## src/rtl/ocarina_song_controller.sv

```systemverilog
// ---------------------------------------------------------------------------
// ocarina_song_controller
//
// Purpose:
//   Front-end sequencer for ocarina song recognition. Each of the four note
//   keys passes through a 2-FF synchroniser and a rising-edge detector.
//   Accepted notes go into a 3-note history, and the history is compared
//   against a fixed five-song table. A single shared FSM with a common timing
//   tick applies an idle timeout to partial sequences and a playback lockout
//   after a successful match.
//
// Parameters:
//   TICK_DIV       clk cycles per timing tick (>= 2)
//   TIMEOUT_TICKS  ticks without a note before a partial sequence is dropped (>= 1)
//   PLAY_TICKS     ticks that busy stays high after a match (>= 1)
//
// Ports:
//   clk          in   system clock
//   resetn       in   asynchronous active-low reset
//   note_keys    in   [3:0] key levels: 0 low, 1 midlow, 2 midhigh, 3 high
//   note_strobe  out  one-cycle pulse per accepted note
//   last_note    out  [1:0] code of the last accepted note
//   note_count   out  [1:0] notes currently held in the history
//   song_valid   out  one-cycle pulse on a song match
//   song_id      out  [2:0] matched song, held until the next match or reset
//   song_fail    out  one-cycle pulse on a failed attempt
//   busy         out  high during the playback lockout
//
// Build option:
//   SONG_MATCH_SLIDING_EN  when defined, the history is a sliding 3-note
//                          window and a miss keeps collecting silently.
//                          When undefined, notes are grouped into disjoint
//                          3-note attempts.
// ---------------------------------------------------------------------------
module ocarina_song_controller #(
    parameter int unsigned TICK_DIV      = 32'd12500000,
    parameter int unsigned TIMEOUT_TICKS = 32'd8,
    parameter int unsigned PLAY_TICKS    = 32'd4
) (
    input  logic       clk,
    input  logic       resetn,
    input  logic [3:0] note_keys,
    output logic       note_strobe,
    output logic [1:0] last_note,
    output logic [1:0] note_count,
    output logic       song_valid,
    output logic [2:0] song_id,
    output logic       song_fail,
    output logic       busy
);

    localparam int unsigned TICK_W = $clog2(TICK_DIV);
    localparam int unsigned IDLE_W = $clog2(TIMEOUT_TICKS + 32'd1);
    localparam int unsigned PLAY_W = $clog2(PLAY_TICKS + 32'd1);

    localparam logic [TICK_W-1:0] TICK_LAST = TICK_W'(TICK_DIV - 32'd1);
    localparam logic [IDLE_W-1:0] IDLE_LAST = IDLE_W'(TIMEOUT_TICKS - 32'd1);
    localparam logic [PLAY_W-1:0] PLAY_LAST = PLAY_W'(PLAY_TICKS - 32'd1);

    typedef enum logic [1:0] {
        S_IDLE    = 2'd0,
        S_COLLECT = 2'd1,
        S_MATCH   = 2'd2,
        S_PLAY    = 2'd3
    } state_t;

    // Song table lookup; notes ordered oldest to newest, returns 0 on miss.
    function automatic logic [2:0] song_lookup(input logic [1:0] n_old,
                                               input logic [1:0] n_mid,
                                               input logic [1:0] n_new);
        logic [5:0] seq;
        seq = {n_old, n_mid, n_new};
        case (seq)
            {2'd2, 2'd3, 2'd1}: song_lookup = 3'd1;  // Zelda
            {2'd3, 2'd2, 2'd1}: song_lookup = 3'd2;  // Epona
            {2'd0, 2'd1, 2'd2}: song_lookup = 3'd3;  // Saria
            {2'd0, 2'd1, 2'd3}: song_lookup = 3'd4;  // Storms
            {2'd3, 2'd1, 2'd2}: song_lookup = 3'd5;  // Wind
            default:            song_lookup = 3'd0;
        endcase
    endfunction

    // Input path registers
    logic [3:0]        sync1_q;
    logic [3:0]        sync2_q;
    logic [3:0]        prev_q;

    // Timing tick
    logic [TICK_W-1:0] tick_cnt_q;
    logic [TICK_W-1:0] tick_cnt_d;
    logic              tick_s;

    // Key event decode
    logic [3:0]        key_evt_s;
    logic              single_evt_s;
    logic              multi_evt_s;
    logic [1:0]        note_code_s;
    logic [2:0]        match_id_s;

    // FSM state, history and registered outputs
    state_t            state_q;
    logic [2:0][1:0]   hist_q;     // [2] oldest, [0] newest
    logic [1:0]        count_q;
    logic [IDLE_W-1:0] idle_cnt_q;
    logic [PLAY_W-1:0] play_cnt_q;
    logic              note_strobe_q;
    logic [1:0]        last_note_q;
    logic              song_valid_q;
    logic [2:0]        song_id_q;
    logic              song_fail_q;
    logic              busy_q;

    // Two-stage synchroniser plus previous-value register for edge detection.
    always_ff @(posedge clk or negedge resetn) begin
        if (!resetn) begin
            sync1_q <= 4'd0;
            sync2_q <= 4'd0;
            prev_q  <= 4'd0;
        end else begin
            sync1_q <= note_keys;
            sync2_q <= sync1_q;
            prev_q  <= sync2_q;
        end
    end

    // Free-running tick divider next-state and terminal-count decode.
    always_comb begin
        tick_s = (tick_cnt_q == TICK_LAST);
        if (tick_s) begin
            tick_cnt_d = '0;
        end else begin
            tick_cnt_d = tick_cnt_q + TICK_W'(1);
        end
    end

    // Tick divider register.
    always_ff @(posedge clk or negedge resetn) begin
        if (!resetn) begin
            tick_cnt_q <= '0;
        end else begin
            tick_cnt_q <= tick_cnt_d;
        end
    end

    // Rising-edge events, one-hot classification and note encoding.
    always_comb begin
        key_evt_s    = sync2_q & ~prev_q;
        // A power-of-two test: non-zero with a single bit set.
        single_evt_s = (key_evt_s != 4'd0) && ((key_evt_s & (key_evt_s - 4'd1)) == 4'd0);
        multi_evt_s  = (key_evt_s != 4'd0) && !single_evt_s;
        case (key_evt_s)
            4'b0001: note_code_s = 2'd0;
            4'b0010: note_code_s = 2'd1;
            4'b0100: note_code_s = 2'd2;
            4'b1000: note_code_s = 2'd3;
            default: note_code_s = 2'd0;
        endcase
        match_id_s = song_lookup(hist_q[2], hist_q[1], hist_q[0]);
    end

    // Song sequencer FSM with history and registered outputs.
    always_ff @(posedge clk or negedge resetn) begin
        if (!resetn) begin
            state_q       <= S_IDLE;
            hist_q        <= '0;
            count_q       <= 2'd0;
            idle_cnt_q    <= '0;
            play_cnt_q    <= '0;
            note_strobe_q <= 1'b0;
            last_note_q   <= 2'd0;
            song_valid_q  <= 1'b0;
            song_id_q     <= 3'd0;
            song_fail_q   <= 1'b0;
            busy_q        <= 1'b0;
        end else begin
            note_strobe_q <= 1'b0;
            song_valid_q  <= 1'b0;
            song_fail_q   <= 1'b0;
            case (state_q)
                S_IDLE: begin
                    if (multi_evt_s) begin
                        song_fail_q <= 1'b1;
                        hist_q      <= '0;
                        count_q     <= 2'd0;
                    end else if (single_evt_s) begin
                        hist_q        <= {hist_q[1:0], note_code_s};
                        note_strobe_q <= 1'b1;
                        last_note_q   <= note_code_s;
                        count_q       <= 2'd1;
                        idle_cnt_q    <= '0;
                        state_q       <= S_COLLECT;
                    end
                end
                S_COLLECT: begin
                    if (multi_evt_s) begin
                        song_fail_q <= 1'b1;
                        hist_q      <= '0;
                        count_q     <= 2'd0;
                        idle_cnt_q  <= '0;
                        state_q     <= S_IDLE;
                    end else if (single_evt_s) begin
                        hist_q        <= {hist_q[1:0], note_code_s};
                        note_strobe_q <= 1'b1;
                        last_note_q   <= note_code_s;
                        idle_cnt_q    <= '0;
                        // count is 3 only in sliding mode; the window stays full.
                        if (count_q >= 2'd2) begin
                            count_q <= 2'd3;
                            state_q <= S_MATCH;
                        end else begin
                            count_q <= count_q + 2'd1;
                        end
                    end else if (tick_s) begin
                        if (idle_cnt_q == IDLE_LAST) begin
                            hist_q     <= '0;
                            count_q    <= 2'd0;
                            idle_cnt_q <= '0;
                            state_q    <= S_IDLE;
                        end else begin
                            idle_cnt_q <= idle_cnt_q + IDLE_W'(1);
                        end
                    end
                end
                S_MATCH: begin
                    // Key events seen during this cycle are intentionally dropped.
                    idle_cnt_q <= '0;
                    if (match_id_s != 3'd0) begin
                        song_valid_q <= 1'b1;
                        song_id_q    <= match_id_s;
                        busy_q       <= 1'b1;
                        play_cnt_q   <= '0;
                        state_q      <= S_PLAY;
                    end else begin
`ifdef SONG_MATCH_SLIDING_EN
                        state_q <= S_COLLECT;
`else
                        song_fail_q <= 1'b1;
                        hist_q      <= '0;
                        count_q     <= 2'd0;
                        state_q     <= S_IDLE;
`endif
                    end
                end
                S_PLAY: begin
                    // Edge detectors keep running, so a key held through PLAY
                    // cannot produce a late event after the lockout ends.
                    if (tick_s) begin
                        if (play_cnt_q == PLAY_LAST) begin
                            busy_q     <= 1'b0;
                            hist_q     <= '0;
                            count_q    <= 2'd0;
                            play_cnt_q <= '0;
                            state_q    <= S_IDLE;
                        end else begin
                            play_cnt_q <= play_cnt_q + PLAY_W'(1);
                        end
                    end
                end
                default: begin
                    hist_q     <= '0;
                    count_q    <= 2'd0;
                    idle_cnt_q <= '0;
                    play_cnt_q <= '0;
                    busy_q     <= 1'b0;
                    state_q    <= S_IDLE;
                end
            endcase
        end
    end

    assign note_strobe = note_strobe_q;
    assign last_note   = last_note_q;
    assign note_count  = count_q;
    assign song_valid  = song_valid_q;
    assign song_id     = song_id_q;
    assign song_fail   = song_fail_q;
    assign busy        = busy_q;

endmodule
```

## config.mk

```make
export PLATFORM = sky130hd
export DESIGN_NAME = ocarina_song_controller
export DESIGN_NICKNAME = d
export VERILOG_FILES = /design/src/rtl/ocarina_song_controller.sv
export SDC_FILE = /design/constraint.sdc
export NUM_CORES = 1
export LEC_CHECK = 0
export CAP_MARGIN = 10
export CORE_ASPECT_RATIO = 1.2
export CORE_MARGIN = 1
export CORE_UTILIZATION = 30
export CTS_CLUSTER_DIAMETER = 100
export DETAILED_ROUTE_END_ITERATION = 10
export DONT_BUFFER_PORTS = 1
export MAX_ROUTING_LAYER = met4
export PLACE_DENSITY = 0.44
export SLEW_MARGIN = 10
export SYNTH_ARGS = -nofsm -noshare
export SYNTH_HDL_FRONTEND = slang
export SYNTH_SLANG_ARGS = --single-unit
export TNS_END_PERCENT = 50
```

## constraint.sdc

```tcl
create_clock -name clk -period 5.37 [get_ports clk]
set_input_delay 0.2685 -clock clk [delete_from_list [all_inputs] [get_ports clk]]
set_output_delay 0.2685 -clock clk [all_outputs]
set_load 0.1 [all_outputs]
```

* Yosys cells after proc, flatten, opt, wreduce, memory -nomap -nowiden *
Cells that the tools add are included.

word-level totals
  logic and storage cells = 121
  output and inout bits = 11
  flip-flop bits (word level) = 62

cells by class
  reduce and logical (&&, ||, !) cells = 17
  muxes and demuxes = 53
  add/sub/neg operators = 5
  eq/ne operators = 24
  order comparisons = 1
  bitwise logic cells = 4

operators with widths
  operator               count
  $mux 6                 9
  $mux 2                 15
  $add 24x1->24 const B  1
  $eq 24x24->1 const B   1
  $mux 24                1
  $mux 4                 6
  $pmux 6 s4             1
  $eq 6x6->1 const B     3
  $pmux 2 s4             2
  $pmux 3 s5             1
  $eq 6x3->1 const B     2
  $ne 2x2->1 const B     6
  $ne 4x4->1 const B     3
  $pmux 4 s3             1
  $mux 1                 10
  $mux 3                 3
  $and 4x4->4            2
  $eq 4x3->1 const B     2
  $reduce_and 4->1       2
  $reduce_and 7->1       1
  $pmux 2 s3             1
  $pmux 3 s2             1
  $reduce_and 3->1       2
  $reduce_and 6->1       1
  23 further kinds       27

* Logic depth before layout (Yosys ltp) *
  depth in word-level cells = 10
  gate-level depth with buffers = 8

* Least setup slack after synthesis *
No wires, ideal clock.

  path type = register to register
  from = register tick_cnt_q[0]
  to = register count_q[0], in the netlist note_count[0]
  slack = 3.416 ns
  stages on the path, launching flop included = 7
  arrival = 1.828 ns
  clock period less this slack = 1.954 ns
  buffers on the path = 0
  path through = dfrtp_1 -> ha_1 -> nand4_1 -> nor3_4 -> o2111a_4 -> nand2_4 -> mux2_4

between the ends
  longest elaborated chain between the ends = 3

RTL lines
  element                                                    RTL line  RTL
  from (decl)                                                89        logic [TICK_W-1:0] tick_cnt_q;
  from (signal assigned)                                     141       tick_cnt_q <= tick_cnt_d;
  $eq 24x24->1 (*)                                           128       tick_s = (tick_cnt_q == TICK_LAST);
  $ne 4x4->1 (no source line) or $ne 2x2->1 (tied branches)  --
  $reduce_and 6->1 (no source line) (*)                      --
  to (signal assigned)                                       211       count_q <= count_q + 2'd1;
  to (decl)                                                  103       logic [1:0] count_q;

Mark *: on every way between the ends. The rest lies on a longest branch, timed or not.
A chain may end at the register's enable or synchronous reset.

* Final worst setup path *
Ends and elaborated chain as after synthesis.

==> impl_table.tex <==
\begin{tabular}{lr}
\hline
Metric & Value \\
\hline
\multicolumn{2}{l}{\textbf{Run status}} \\
\quad Outcome & finished, final reports clean \\
\multicolumn{2}{l}{\textbf{Clocking}} \\
\quad Worst-case clock buffer depth & 2 \\
\quad Insertion delay of the later-clocked pin in the worst-skew pair & 0.33 ns \\
\quad Clock tree from TritonCTS & yes \\
\quad Clock slew at the register clock pins of the worst setup and hold paths & approximately 0.050 ns \\
\quad Root buf cell & sky130\_fd\_sc\_hd\_\_clkbuf\_16 \\
\quad Number of buffers inserted during clock tree synthesis & 9 \\
\quad Maximum level of the CTS H-tree & 3 \\
\quad Sink count of the clock tree & between 60 and 70 \\
\multicolumn{2}{l}{\textbf{Cells and area}} \\
\quad Fillcell total & 991 \\
\quad Fraction of final layout cells sized beyond drive strength 1 & just under 8\% \\
\quad Utilization after layout & between 30\% and 40\% \\
\quad Area growth, synth to finish & 16.4\% \\
\quad Number of antenna repair diodes & 0 \\
\quad Net count of the finished layout & just over 300 \\
\multicolumn{2}{l}{\textbf{Die}} \\
\quad Core Rows & 39 \\
\quad DIE HEIGHT & 111 um \\
\quad Die width & between 90 and 100 um \\
\quad Die area & 10,300 sq um \\
\quad Top Ports & 17 \\
\quad Starting Density & 30.9\% \\
\quad Placeable core area & roughly 9600 sq um \\
\multicolumn{2}{l}{\textbf{Power}} \\
\quad Leak Pwr & between 0.0015 and 0.002 uW \\
\quad Total power divided by cell area & 447 nW/um\^{}2 \\
\quad Maximum resistive drop on vdd & around 160 uV \\
\multicolumn{2}{l}{\textbf{Synthesis}} \\
\quad Largest area contributor in the synthesized netlist & sky130\_fd\_sc\_hd\_\_dfrtp\_1 \\
\quad Combinational family with the most area after synthesis & simple AND/OR/NAND/NOR gates \\
\quad Post-Synthesis Net Count & about 300 \\
\quad Simple-gate share of the synthesized area & between 20\% and 30\% \\
\quad Gate count after technology mapping & 290 \\
\quad Number of synthesized register bits & 62 \\
\quad Synthesized-area fraction occupied by xor and xnor cells & under 10\% \\
\quad Synth top area cells & sky130\_fd\_sc\_hd\_\_dfrtp\_1 (52\%), sky130\_fd\_sc\_hd\_\_xnor2\_1 (3.8\%), sky130\_fd\_sc\_hd\_\_xor2\_1 (3.8\%) \\
\quad Dominant synthesized flop cell & sky130\_fd\_sc\_hd\_\_dfrtp\_1 \\
\quad Share of the synthesized area in compound gates (AO/OA/AOI/OAI) & 10.2\% \\
\quad Post-synthesis cell area & between 2000 and 3000 sq um \\
\quad Area share of fa/ha/maj cells after synthesis & 1.27\% \\
\quad Mux cell area share after synthesis & approximately 1.9\% \\
\quad Unique masters post-synth & 45 \\
\quad Avg Inst Size Synth & 10.2 sq um \\
\quad Count of warnings emitted by yosys & 0 \\
\quad Cell types with the highest counts after synthesis & sky130\_fd\_sc\_hd\_\_dfrtp\_1 (62), sky130\_fd\_sc\_hd\_\_nand2\_1 (30), sky130\_fd\_sc\_hd\_\_nor2\_1 (30) \\
\quad Async set-reset flop share out of synthesis & 100\% \\
\quad Number of enable-type register cells in the synthesized netlist & 0 \\
\quad Yosys top cell area share & 52.5\% \\
\quad Most frequently used cell type in the post-synthesis netlist & sky130\_fd\_sc\_hd\_\_dfrtp\_1 \\
\quad Fraction of the yosys area taken by sequential cells & a little over half \\
\multicolumn{2}{l}{\textbf{Timing}} \\
\quad Minimum clock period & approximately 2.5 ns \\
\quad Aggregate negative setup slack & 0 ns \\
\quad Pins Over Slew Limit & 0 \\
\quad Worst-case clock skew & 0.00704 ns \\
\quad Highest achievable clock rate & $\sim$0.4 GHz \\
\quad RSZ-0062 raised after global routing & false \\
\quad Worst slew margin relative to its limit & around a third \\
\quad Final Hold Fails & 0 \\
\quad Tightest Pin Transition & 0.988 ns \\
\quad Endpoints failing setup & 0 \\
\quad Post-route fraction of the period consumed by the critical path & between 40\% and 50\% \\
\multicolumn{2}{l}{\textbf{GRT}} \\
\quad Maximum number of pins on one net before global-route repair & 63 \\
\quad Gr ovfl total & 0 \\
\quad First-pass GRT wire length & $\sim$11,000 um \\
\quad Initial antenna violation count & 0 \\
\quad Via count of the first global-routing pass & about 2,100 \\
\quad Global-route usage over all layers & 14.0\% \\
\multicolumn{2}{l}{\textbf{Routing}} \\
\quad Number of detailed-routing iterations run before antenna repair & 4 \\
\quad Total via count after detailed routing & 2,109 \\
\quad Detailed-route wire length & approximately 6000 um \\
\quad Antenna Violating Nets Remaining & 0 \\
\quad Remaining design rule violation count & 0 \\
\quad Vias per cell & approximately 5 \\
\quad Routed length per placed instance & between 10 and 15 um \\
\quad Starting DRC count in detailed routing & $\sim$160 \\
\multicolumn{2}{l}{\textbf{Setup path}} \\
\quad Worst Reg-to-Reg Cells & 6 \\
\quad Data arrival, critical path & between 2 and 3 ns \\
\quad Max Fanout on Critical Path & 19 \\
\quad Kind of critical path & reg -> reg \\
\quad Critical path capture point type & flip-flop \\
\quad CP required & about 5.6 ns \\
\quad Slack of the worst reg-to-reg path & roughly 2.9 ns \\
\quad Kind of start point of the critical path & flip-flop \\
\multicolumn{2}{l}{\textbf{Hold path}} \\
\quad Type of the worst min-delay path & reg -> reg \\
\quad Number of stages on the worst hold path & 0 \\
\multicolumn{2}{l}{\textbf{Place}} \\
\quad Input/output buffers & 0 \\
\quad Final weighted congestion of routability-driven global placement & approximately 0.77 \\
\quad Hpwl dp & $\sim$4000 um \\
\multicolumn{2}{l}{\textbf{Job}} \\
\quad Max cap viols & 0 \\
\hline
\end{tabular}
## state kept, by name, indices dropped and copies added (netlist names)
signal	flops
sync1_q	4
song_id	3
song_fail	1
last_note	2
prev_q	4
hist_q	6
tick_cnt_q	24
play_cnt_q	3
idle_cnt_q	4
sync2_q	4
note_strobe	1
note_count	2
song_valid	1
busy	1
state_q	2
## worst max-delay path, stage by stage, from the launching register on
cell and delay (ns):
sky130_fd_sc_hd__dfrtp_1 0.38, sky130_fd_sc_hd__ha_1 0.22, sky130_fd_sc_hd__nand4_1 0.27, sky130_fd_sc_hd__nor3_4 0.74, sky130_fd_sc_hd__o2111a_4 0.37, sky130_fd_sc_hd__nand2_4 0.09
sky130_fd_sc_hd__mux2_4 0.31
## power breakdown
group | switching, uW | total, uW | internal [uW]
sequential | 236 | 750 | 514
clock | 201 | 568 | 367
combinational | 115 | 221 | 106
## cell usage in the layout (no fill, tap or decap), types with 4 or more instances in the layout
| master | count |
|---|---|
| sky130_fd_sc_hd__nand4_1 | 7 |
| sky130_fd_sc_hd__a21o_1 | 6 |
| sky130_fd_sc_hd__and4_1 | 4 |
| sky130_fd_sc_hd__nand2b_1 | 10 |
| sky130_fd_sc_hd__dfrtp_1 | 62 |
| sky130_fd_sc_hd__nor2_1 | 30 |
| sky130_fd_sc_hd__a21oi_1 | 7 |
| sky130_fd_sc_hd__nand2_1 | 30 |
| sky130_fd_sc_hd__nand3_1 | 16 |
| sky130_fd_sc_hd__o211ai_1 | 4 |
| sky130_fd_sc_hd__or3_1 | 5 |
| sky130_fd_sc_hd__o21ai_0 | 16 |
| sky130_fd_sc_hd__nor2b_1 | 8 |
| sky130_fd_sc_hd__inv_1 | 8 |
| sky130_fd_sc_hd__xor2_1 | 13 |
| sky130_fd_sc_hd__xnor2_1 | 13 |
| sky130_fd_sc_hd__dlygate4sd3_1 | 5 |
| sky130_fd_sc_hd__a31oi_1 | 5 |
| sky130_fd_sc_hd__clkbuf_16 | 9 |
## cell families (layout without fill, tap and decap cells)
kind of cell | after synthesis | count (layout)
fa+ha+maj | 3 | 3
simple gates | 132 | 132
flops | 62 | 62
compound gates | 46 | 46
buf+inv | 16 | 29
mux | 5 | 5
xor+xnor | 26 | 26
## per-layer routing
layer	vias up	routed length (um)	track usage (%)
li1	1036	-	-
met1	1028	2980	17.9
met2	35	2660	20.0
met3	10	185	2.67
met4	0	169	8.92
met5	-	0	-
## layout make-up
class / instances / area, sq um / share of cell area, %
inverters: 8 / 30.0 / 0.872
flip-flops and latches: 62 / 1550 / 45.1
multi-input cells: 212 / 1340 / 38.9
repair buffers: 6 / 77.6 / 2.25
well taps: 123 / 154 / 4.47
clock buffers: 11 / 243 / 7.05
clock inverters: 4 / 47.5 / 1.38
## path summary, 6_finish.rpt
path	from	end
hold reg to reg	sync1_q[0]$_DFF_PN0_	sync2_q[0]$_DFF_PN0_
max in group asynchronous	resetn	prev_q[0]$_DFF_PN0_
setup reg to reg	tick_cnt_q[0]$_DFF_PN0_	note_count[0]$_DFFE_PN0P_
hold / removal	sync1_q[0]$_DFF_PN0_	sync2_q[0]$_DFF_PN0_
min in group asynchronous	resetn	song_id[2]$_DFFE_PN0P_
setup / recovery	tick_cnt_q[0]$_DFF_PN0_	note_count[0]$_DFFE_PN0P_
## timing repair
item / 4_1_cts / 5_1_grt
gates resized for setup: 0 / 0
hold endpoints to repair: 66 / 0
endpoints found under the setup margin: 0 / 0
setup buffers: 0 / 0
hold buffers: 6 / 0
## stage by stage
step | setup slack [ns] | cells | total power (uW) | area (sq um) | hold WS, ns
detailed placement | 2.83 | 405 | 966 | 3080 | -0.0254
floorplan | 3.42 | 290 | 915 | 2960 | -0.0271
CTS | 2.82 | 426 | 1560 | 3440 | 0.346
global placement | 2.92 | 405 | 963 | 3080 | -0.0257
global route | 2.67 | 426 | 1620 | 3440 | 0.359
finish | 2.86 | 426 | 1540 | 3440 | 0.345
Note: power is estimated with default switching activity, not from simulation.
